**src/rtl/socket_frame_packer.sv**
```systemverilog
//==============================================================================
// Module      : socket_frame_packer
// Description : Collects FRAME_LEN upstream words into a buffer, then streams
//               them out as one valid/ready frame with a last-word marker.
// Revision    : 1.0 - initial release
//==============================================================================
`default_nettype none

module socket_frame_packer #(
  parameter int DATA_WIDTH = 8,
  parameter int FRAME_LEN  = 4,
  parameter int CNT_WIDTH  = 16
) (
  input  logic                  i_clk,
  input  logic                  i_rst_n,
  input  logic [DATA_WIDTH-1:0] i_data,
  input  logic                  i_dv,
  output logic                  o_idle,
  output logic [DATA_WIDTH-1:0] o_data,
  output logic                  o_valid,
  input  logic                  i_ready,
  output logic                  o_last,
  output logic                  o_overflow,
  output logic [CNT_WIDTH-1:0]  o_frame_cnt
);

  localparam int IDX_W = $clog2(FRAME_LEN);
  localparam logic [IDX_W-1:0] c_last_idx = IDX_W'(FRAME_LEN - 1);

  typedef enum logic [0:0] {
    ST_COLLECT = 1'b0,
    ST_SEND    = 1'b1
  } state_t;

  state_t                r_state;
  state_t                w_state_nxt;
  logic [DATA_WIDTH-1:0] r_buf [FRAME_LEN];
  logic [IDX_W-1:0]      r_wr_idx;
  logic [IDX_W-1:0]      r_rd_idx;
  logic                  r_overflow;
  logic [CNT_WIDTH-1:0]  r_frame_cnt;
  logic                  w_wr_en;
  logic                  w_xfer;
  logic                  w_last;

  always_ff @(posedge i_clk or negedge i_rst_n) begin
    if (!i_rst_n) begin
      r_state <= ST_COLLECT;
    end else begin
      r_state <= w_state_nxt;
    end
  end

  always_comb begin
    w_state_nxt = r_state;
    o_idle      = 1'b1;
    o_valid     = 1'b0;
    w_last      = 1'b0;
    w_wr_en     = 1'b0;
    w_xfer      = 1'b0;
    case (r_state)
      ST_COLLECT: begin
        w_wr_en = i_dv;
        if (i_dv && (r_wr_idx == c_last_idx)) begin
          w_state_nxt = ST_SEND;
        end
      end
      ST_SEND: begin
        o_idle  = 1'b0;
        o_valid = 1'b1;
        w_last  = (r_rd_idx == c_last_idx);
        w_xfer  = i_ready;
        if (i_ready && w_last) begin
          w_state_nxt = ST_COLLECT;
        end
      end
      default: w_state_nxt = ST_COLLECT;
    endcase
  end

  // Buffer contents survive reset; the indices alone define what is valid.
  always_ff @(posedge i_clk) begin
    if (w_wr_en) begin
      r_buf[r_wr_idx] <= i_data;
    end
  end

  always_ff @(posedge i_clk or negedge i_rst_n) begin
    if (!i_rst_n) begin
      r_wr_idx    <= '0;
      r_rd_idx    <= '0;
      r_overflow  <= 1'b0;
      r_frame_cnt <= '0;
    end else begin
      if (w_wr_en) begin
        if (r_wr_idx == c_last_idx) begin
          r_wr_idx <= '0;
          r_rd_idx <= '0;
        end else begin
          r_wr_idx <= r_wr_idx + 1'b1;
        end
      end
      // A word seen while sending, including on the final transfer edge, is lost.
      if ((r_state == ST_SEND) && i_dv) begin
        r_overflow <= 1'b1;
      end
      if (w_xfer) begin
        if (w_last) begin
          r_rd_idx    <= '0;
          r_frame_cnt <= r_frame_cnt + 1'b1;
        end else begin
          r_rd_idx <= r_rd_idx + 1'b1;
        end
      end
    end
  end

  assign o_data      = r_buf[r_rd_idx];
  assign o_last      = w_last;
  assign o_overflow  = r_overflow;
  assign o_frame_cnt = r_frame_cnt;

endmodule

`default_nettype wire

```
**config.mk**
```make
export PLATFORM = sky130hd
export DESIGN_NAME = socket_frame_packer
export DESIGN_NICKNAME = d
export VERILOG_FILES = /design/src/rtl/socket_frame_packer.sv
export SDC_FILE = /design/constraint.sdc
export NUM_CORES = 1
export LEC_CHECK = 0
export ABC_AREA = 1
export BUFFER_PORTS_ARGS = -buffer_cell sky130_fd_sc_hd__buf_2
export CORE_ASPECT_RATIO = 0.75
export CORE_MARGIN = 4
export CORE_UTILIZATION = 45
export DETAILED_ROUTE_END_ITERATION = 10
export MAX_ROUTING_LAYER = met4
export PLACE_DENSITY = 0.64
export SETUP_SLACK_MARGIN = 0.05
export SYNTH_ARGS = -nofsm -noshare
export SYNTH_HDL_FRONTEND = slang
export SYNTH_SLANG_ARGS = --single-unit
```
**constraint.sdc**
```tcl
create_clock -name i_clk -period 3.7 [get_ports i_clk]
set_clock_uncertainty 0.05 [all_clocks]
set_input_delay 0.185 -clock i_clk [delete_from_list [all_inputs] [get_ports i_clk]]
set_output_delay 0.185 -clock i_clk [all_outputs]
set_load 0.01 [all_outputs]
```
## After elaboration in Yosys (flattened, before gate mapping)

Memories as Yosys holds them, arrays and structs flattened.
Cells that the tools add are included.

| word-level totals | value |
|---|---|
| output and inout port bits | 28 |
| bits in writable memories | 32 |
| bits in registers | 22 |
| memories | 1 |
| word-level logic and storage cells | 34 |

Memories:

| name | words | bits a word | read ports | clocked after Yosys merged registers in | wr ports | line | RTL |
|---|---|---|---|---|---|---|---|
| r_buf | 4 | 8 | 1 | 0 | 1 | 37 | `logic [DATA_WIDTH-1:0] r_buf [FRAME_LEN];` |

| operators by class | value |
|---|---|
| equality and inequality tests | 2 |
| reductions and logical operators | 7 |
| bitwise gates (word level) | 1 |
| $add $sub $neg | 3 |
| muxes and demuxes | 15 |

Operator list:

| kind | number |
|---|---|
| 16-bit by 1-bit adder with 16-bit output, second input constant | 1 |
| 2-bit 2-to-1 mux | 5 |
| 1-bit 2-to-1 mux | 9 |
| 2-bit by 1-bit adder with 2-bit output, second input constant | 2 |
| 2-bit equality test, second input constant | 2 |
| 2-bit AND reduction | 2 |
| 2-bit nonzero test | 2 |
| 1-bit logical AND | 3 |
| 1-bit case mux with 2 select lines | 1 |
| 1-bit inverter | 1 |

## Logic depth before layout (Yosys ltp)

Gate-level depths: netlist (run 1).

| logic depth | value |
|---|---|
| depth after elaboration | 4 |
| gate-level depth with buffers | 7 |
| depth with buffers taken out | 7 |

## Worst setup path after synthesis (run 1)

No wires, ideal clock.

| path | value |
|---|---|
| kind | reg2reg |
| from | register r_state |
| to | memory r_buf[0][0] (enable) |
| required time | 3279 ps |
| setup slack | 2117 ps |
| setup time | 371 ps |
| cell stages (with the launch flop) | 4 |
| period minus slack after synthesis | 1583 ps |
| data arrival time | 1162 ps |
| buffers on the path | 0 |
| cells stage by stage | dfrtp_1 inv_2 nand2_1 nor2_1 |

| between the ends | value |
|---|---|
| cells in the longest elaborated chain, start to end | 3 |

Ends and longest elaborated chain:

| item | line | RTL |
|---|---|---|
| from (decl) | 35 | `state_t r_state;` |
| from (signal assigned) | 50 | `r_state <= w_state_nxt;` |
| 1-bit 2-to-1 mux | 61 | `case (r_state)` |
| 1-bit 2-to-1 mux | 83 | `if (w_wr_en) begin` |
| 1-bit 2-to-1 mux (implied by the code) | 84 | `r_buf[r_wr_idx] <= i_data;` |
| to (decl) | 37 |  |

Every way passes these cells.

## Final worst setup path (run 1)

| path | value |
|---|---|
| from | register r_rd_idx[0] |
| to | output o_data[2] |

| between the ends | value |
|---|---|
| cells in the longest elaborated chain, start to end | 1 |

Ends and longest elaborated chain:

| item | line | RTL |
|---|---|---|
| from (decl) | 39 | `logic [IDX_W-1:0] r_rd_idx;` |
| from (signal assigned) | 112 | `r_rd_idx <= r_rd_idx + 1'b1;` |
| memory 4 x 8 bit | - |  |
| to (decl) | 19 | `output logic [DATA_WIDTH-1:0] o_data,` |

Every way passes these cells.

==> results of run 1 <==
worst paths after layout:
kind | startpoint | to | slack, ps | cells after the start
min | i_data[3] | r_buf[1][3] | 30 | 1
max | r_rd_idx[0] | o_data[2] | 1530 | 4
max reg2reg | r_state | r_buf[3][6] | 1780 | 3
min in group asynchronous | i_rst_n | o_frame_cnt[15] | 300 | 2
min reg2reg | o_overflow | o_overflow | 420 | 1
max in group asynchronous | i_rst_n | o_frame_cnt[13] | 2960 | 2
routing by layer:
layer / part of all wire (%) / vias to the layer above / global-route usage (%) / wire, µm
li1: - / 806 / - / -
met1: 54 / 742 / 26.9 / 2630
met2: 38 / 52 / 20.1 / 1850
met3: 6.4 / 7 / 4.31 / 310
met4: 1.6 / 0 / 6.02 / 80
met5: 0 / - / - / 0
through the flow:
step / power [mW] / setup WS [ps] / utilization, % / hold WS, ps / instance area [µm²]
3_5_place_dp: 1.32 / 1790 / 52.3 / 121 / 2590
5_1_grt: 1.83 / 1320 / 54.8 / 26.1 / 2720
2_1_floorplan: 1.12 / 2120 / - / -161 / 2330
4_1_cts: 1.72 / 1530 / 54.8 / 29.3 / 2720
6_report: 1.71 / 1530 / 54.8 / 32.6 / 2720
3_3_place_gp: 1.31 / 1770 / 52.3 / 132 / 2590
power groups by stage:
stage / Clock, mW / Sequential, mW / Combinational (mW)
finish: 0.411 / 0.832 / 0.468
global route: 0.441 / 0.848 / 0.538
global placement: 0 / 0.843 / 0.467
floorplan: 0 / 0.817 / 0.307
detailed placement: 0 / 0.844 / 0.474
CTS: 0.416 / 0.832 / 0.477
registers in the layout (all words and copies together) (netlist names):
name,cells
r_wr_idx,2
o_frame_cnt,16
r_rd_idx,2
r_state,1
o_overflow,1
r_buf,32
cells in the final DEF (no fill, tap or decap), drive strengths merged, types with 6 or more instances in the layout:
cell type,n
nand2,32
o21ai,21
edfxtp,32
dfrtp,22
inv,23
xnor2,6
nor2,38
o22ai,9
ha,6
buf,39
nand3,10
critical path, stage by stage (launching register included):
cell and delay (ps):
dfrtp_1 690, inv_1 390, o21ai_0 300, o22ai_1 100, buf_2 150
cell families after synthesis:
kind of cell             after synthesis  synth area share (%)
flip-flops                            54                  64.9
buffers and inverters                 23                  3.76
adder cells (fa/ha/maj)                6                  3.22
AO/OA/AOI/OAI                         32                  7.47
AND/OR/NAND/NOR                       87                  17.2
XOR/XNOR                               9                  3.39
layout make-up:
cell class | count | area share (%)
Clock inverter | 3 | 1.75
Timing Repair Buffer | 40 | 7.55
Inverter | 21 | 2.90
Sequential cell | 54 | 55.6
Clock buffer | 5 | 2.53
Tap cell | 60 | 2.76
Multi-Input combinational cell | 134 | 26.9
==> metrics.txt, run 1 <==
status finished clean; CTS Root Cell clkbuf_8; # IOs 40; Via-to-Cell Ratio 5.07; Final Setup Violations 0; max-cap violations 0; Sequential Power Share 48.6%; Initial Util 47.0%; multi-input logic area 729 µm²; initial antenna violation count 0; synth-to-layout area growth 16.7%; layout cell share with drive strength beyond 1 22.6%; Detail Route Antenna Nets 0; Net Count, Synth 229; CP Capture Type output pin; dominant synthesized flop cell edfxtp_1; Fin Setup TNS 0 ps; post-CTS setup buffers 0; Row Count 22; Cell Area, Synth 2330 µm²; Yosys warnings 0; Worst EP arrival 1930 ps; first-pass GRT wire length 8090 µm; DRC Markers 0; worst-skew pair later-pin latency 320 ps; die area 6400 µm²; CTS tree done; Max FO, Critical Path 18; post-synthesis cell type count 24; final instance count without filler cells 317; Post-synth ARST share 40.7%; top-area cell type share of the netlist area 41.3%; Die Height 70.3 µm; kind of critical path flip-flop to output pin; f_max 0.461 GHz; syn avg cell area 11.0 µm²; total core area 4950 µm²; leakage power 1.16 nW; CTS Hold Bufs 1; PortBufs 39; HPWL after detailed placement 3620 µm; Comb power frac 27.4%; top area cells in the synthesized netlist edfxtp_1, dfrtp_1, nor2_1, nand2_1, o21ai_0; n_diodes 0; Hold Crit Class input pin to flip-flop; # placed instances 308; via count 1,607; post_cts resized 0; Final GP Congestion 0.832; Least-Margin Pin Slew 849 ps; number of synthesized flops with an enable pin 32; post-synth top area cell edfxtp_1; P_int 1.11 mW; switching power 0.596 mW; Clock Path Buffers 2; clock slew at reported path FFs 100 ps; Post-synth top cells edfxtp_1, nor2_1, nand2_1; CTS Buf Count 5; Critical Path RT 3460 ps; Sw Ratio 34.8%; CP startpoint kind flip-flop; largest net degree at the start of global routing 23; fin crit period 2170 ps; die width 91.1 µm; P per Cell Area 630 nW/µm²; initial DRC count 127; area of all sequential standard cells 1510 µm²; Final Hold Violating Endpoints 0; vias in the first global route 1,544; wire per inst 15.4 µm; Pre-antenna DRT Iters 4; crit share post-route 58.6%; Global Route Usage Sum 16.9%; clock power share 24.0%; NumNets Final 274; sequential fraction of the synthesis area 64.9%; Syn Inst Count 211; Layout fillers 442; Slew HR 43.2%; Sink Count 54; Slew Limit Fails 0; H-tree depth 2; RSZ-0062 raised after global routing no; IR Drop Worst-Case VDD 0.000330 V; Detailed Route WL 4870 µm; total gr overflow 0; #FFs+latches synth 54
Power figures use the tool's default switching activity.
==> run 2, diff against run 1 <==
clock period = 2.2 ns   (was 3.7 ns; I/O delays follow)
==> run 2 against run 1 <==
- final area up 4.3%
- register-to-register slack worse by 1200 ps
- clock power up 54%
- clock-buffer cell count up 2
- via count up 2.7%
- die area unchanged
- global-route usage down 1.0 points
- worst hold slack better by 47 ps
- critical path depth unchanged
- power up 67%
- wire length down 6.8%
- largest cell class unchanged
- highest routed layer unchanged
==> metrics.txt, run 2 (same netlist as run 1, synthesis figures left out) <==
HPWL after detailed placement 3250 µm (-10%); FF-to-FF Start r_rd_idx[1]; CP Capture Type output pin; FF-to-FF path depth 6 (+3); Die Height 70.3 µm (unchanged); DRC Markers 0 (unchanged); H-tree depth 2 (unchanged); CTS Root Cell clkbuf_8; Final Setup Violations 0 (unchanged); met2 GRT Util 21.6% (+1.5 points); CP startpoint kind flip-flop; # placed instances 313 (+1.6%); Least-Margin Pin Slew 516 ps (-332 ps); Fin Setup TNS 0 ps (unchanged); NumNets Final 288 (+5.1%); Hold Crit Depth 3 (+2); n_diodes 0 (unchanged); Final Hold Violating Endpoints 0 (unchanged); initial DRC count 128 (+0.79%); total gr overflow 0 (unchanged); Initial Util 47.0% (unchanged); total core area 4950 µm² (unchanged); Hold Path End r_rd_idx[1]; switching power 0.955 mW (+60%); Clock Path Buffers 2 (unchanged); via count 1,650 (+2.7%); Hold Crit Class input pin to flip-flop; die width 91.1 µm (unchanged); Pre-antenna DRT Iters 4 (unchanged); Hold Slack 79.7 ps (+47.2 ps); commonest non-fill, non-tap cell in the layout buf_2; vias in the first global route 1,566 (+1.4%); Hold Startpoint i_ready; GR Layer Usage met1 23.4% (-3.5 points); Sw Ratio 33.4% (-1.5 points); Sequential Power Share 47.6% (-1.0 points); CTS Buf Count 5 (unchanged); Tot Pwr 2.86 mW (+67%); Final GP Congestion 0.825 (-0.89%); Global Route Usage Sum 15.9% (-1.0 points); Row Count 22 (unchanged); initial antenna violation count 0 (unchanged); Detailed Route WL 4530 µm (-6.8%); PortBufs 39 (unchanged); RSZ-0062 raised after global routing no; kind of critical path flip-flop to output pin; fin crit period 1760 ps; layout cell share with drive strength beyond 1 22.5% (-0.059 points); commonest non-fill, non-tap cells in the layout buf_2, nor2_1, edfxtp_1; Slew Limit Fails 0 (unchanged); Via-to-Cell Ratio 4.98 (-1.7%); Layout fillers 436 (-1.4%); crit share post-route 80.0%; max-cap violations 0 (unchanged); synth-to-layout area growth 21.7%; Sink Count 54 (unchanged); wire per inst 13.7 µm (-11%); leakage power 1.22 nW (+4.9%); r2r setup slk 570 ps (-1210 ps); met3 Use GR 3.88% (-0.43 points); clock power share 22.2% (-1.8 points); # IOs 40 (unchanged); CTS tree done; Max FO, Critical Path 18 (unchanged); Detail Route Antenna Nets 0 (unchanged); f_max 0.568 GHz; post_cts resized 0 (unchanged); worst-skew pair later-pin latency 300 ps (-20 ps); Comb power frac 30.3% (+2.9 points); status finished clean; Largest register FFs 32 (unchanged); global-route layer with the greatest usage met1; Critical Path RT 2040 ps (-1420 ps); final instance count without filler cells 331 (+4.4%); Slew HR 65.5% (+22 points); P per Cell Area 1010 nW/µm² (+60%); clock slew at reported path FFs 90 ps (about the same); reg2reg end o_frame_cnt[8]; first-pass GRT wire length 7730 µm (-4.4%); die area 6400 µm² (unchanged); largest net degree at the start of global routing 23 (unchanged); IR Drop Worst-Case VDD 0.000608 V (+84%); largest reg by FF count r_buf; P_int 1.91 mW (+71%); Worst EP arrival 1600 ps (-330 ps)
==> run 2: cell count changes in the layout (fill, tap and decap cells not counted), sizes merged <==
cell	previous run	this run
buf	39	44
clkbuf	5	7
dlygate4sd3	1	10
inv	23	21
==> run 2: power by group through the flow <==
stage          Clock [mW]  Combinational [mW]  Sequential (mW)
6_report            0.634               0.866             1.36
5_1_grt             0.695               0.987             1.38
4_1_cts             0.642               0.884             1.36
3_5_place_dp            0               0.866             1.38
3_3_place_gp            0               0.855             1.38
2_1_floorplan           0               0.516             1.37
==> run 2: critical path, cell delays in order, from the launching register on <==
cell	delay, ps
dfrtp_1	410
inv_1	400
o21ai_0	170
o22ai_1	160
buf_2	160
==> run 2: worst max-delay path by stage <==
stage	startpoint	endpoint	depth (start not counted)
final	r_rd_idx[0]	o_data[1]	4
after global routing	r_rd_idx[0]	o_data[5]	4
after CTS	r_rd_idx[0]	o_data[1]	4
after detailed placement	r_rd_idx[1]	o_frame_cnt[9]	5
after global placement	r_rd_idx[1]	o_frame_cnt[8]	6
after floorplan	r_state	r_buf[0][0]	3
==> run 2: stage by stage <==
| stage | util (%) | worst slack, ps | cell area, µm² |
|---|---|---|---|
| after floorplan | - | 617 | 2330 |
| after global placement | 53.0 | 650 | 2630 |
| after detailed placement | 53.0 | 599 | 2630 |
| after CTS | 57.2 | 419 | 2830 |
| after global routing | 57.2 | 281 | 2830 |
| final | 57.2 | 439 | 2830 |
==> run 2: routing by layer <==
metal	vias up	wire, µm
li1	835	-
met1	770	2420
met2	40	1880
met3	5	178
met4	0	51
met5	-	0
==> run 2: final cells by class <==
class / instances / area [µm²] / area share (%)
clock buffer: 7 / 76.3 / 2.69
multi-input combinational: 134 / 729 / 25.7
clock inverter: 1 / 30.0 / 1.06
sequential: 54 / 1510 / 53.3
timing repair buffer: 54 / 333 / 11.7
tap: 60 / 75.1 / 2.65
inverter: 21 / 78.8 / 2.78
==> run 2: timing repair <==
| action | CTS | global route |
|---|---|---|
| setup buffers | 0 | 0 |
| endpoints found under the hold margin | 55 | 0 |
| hold buffers | 10 | 0 |
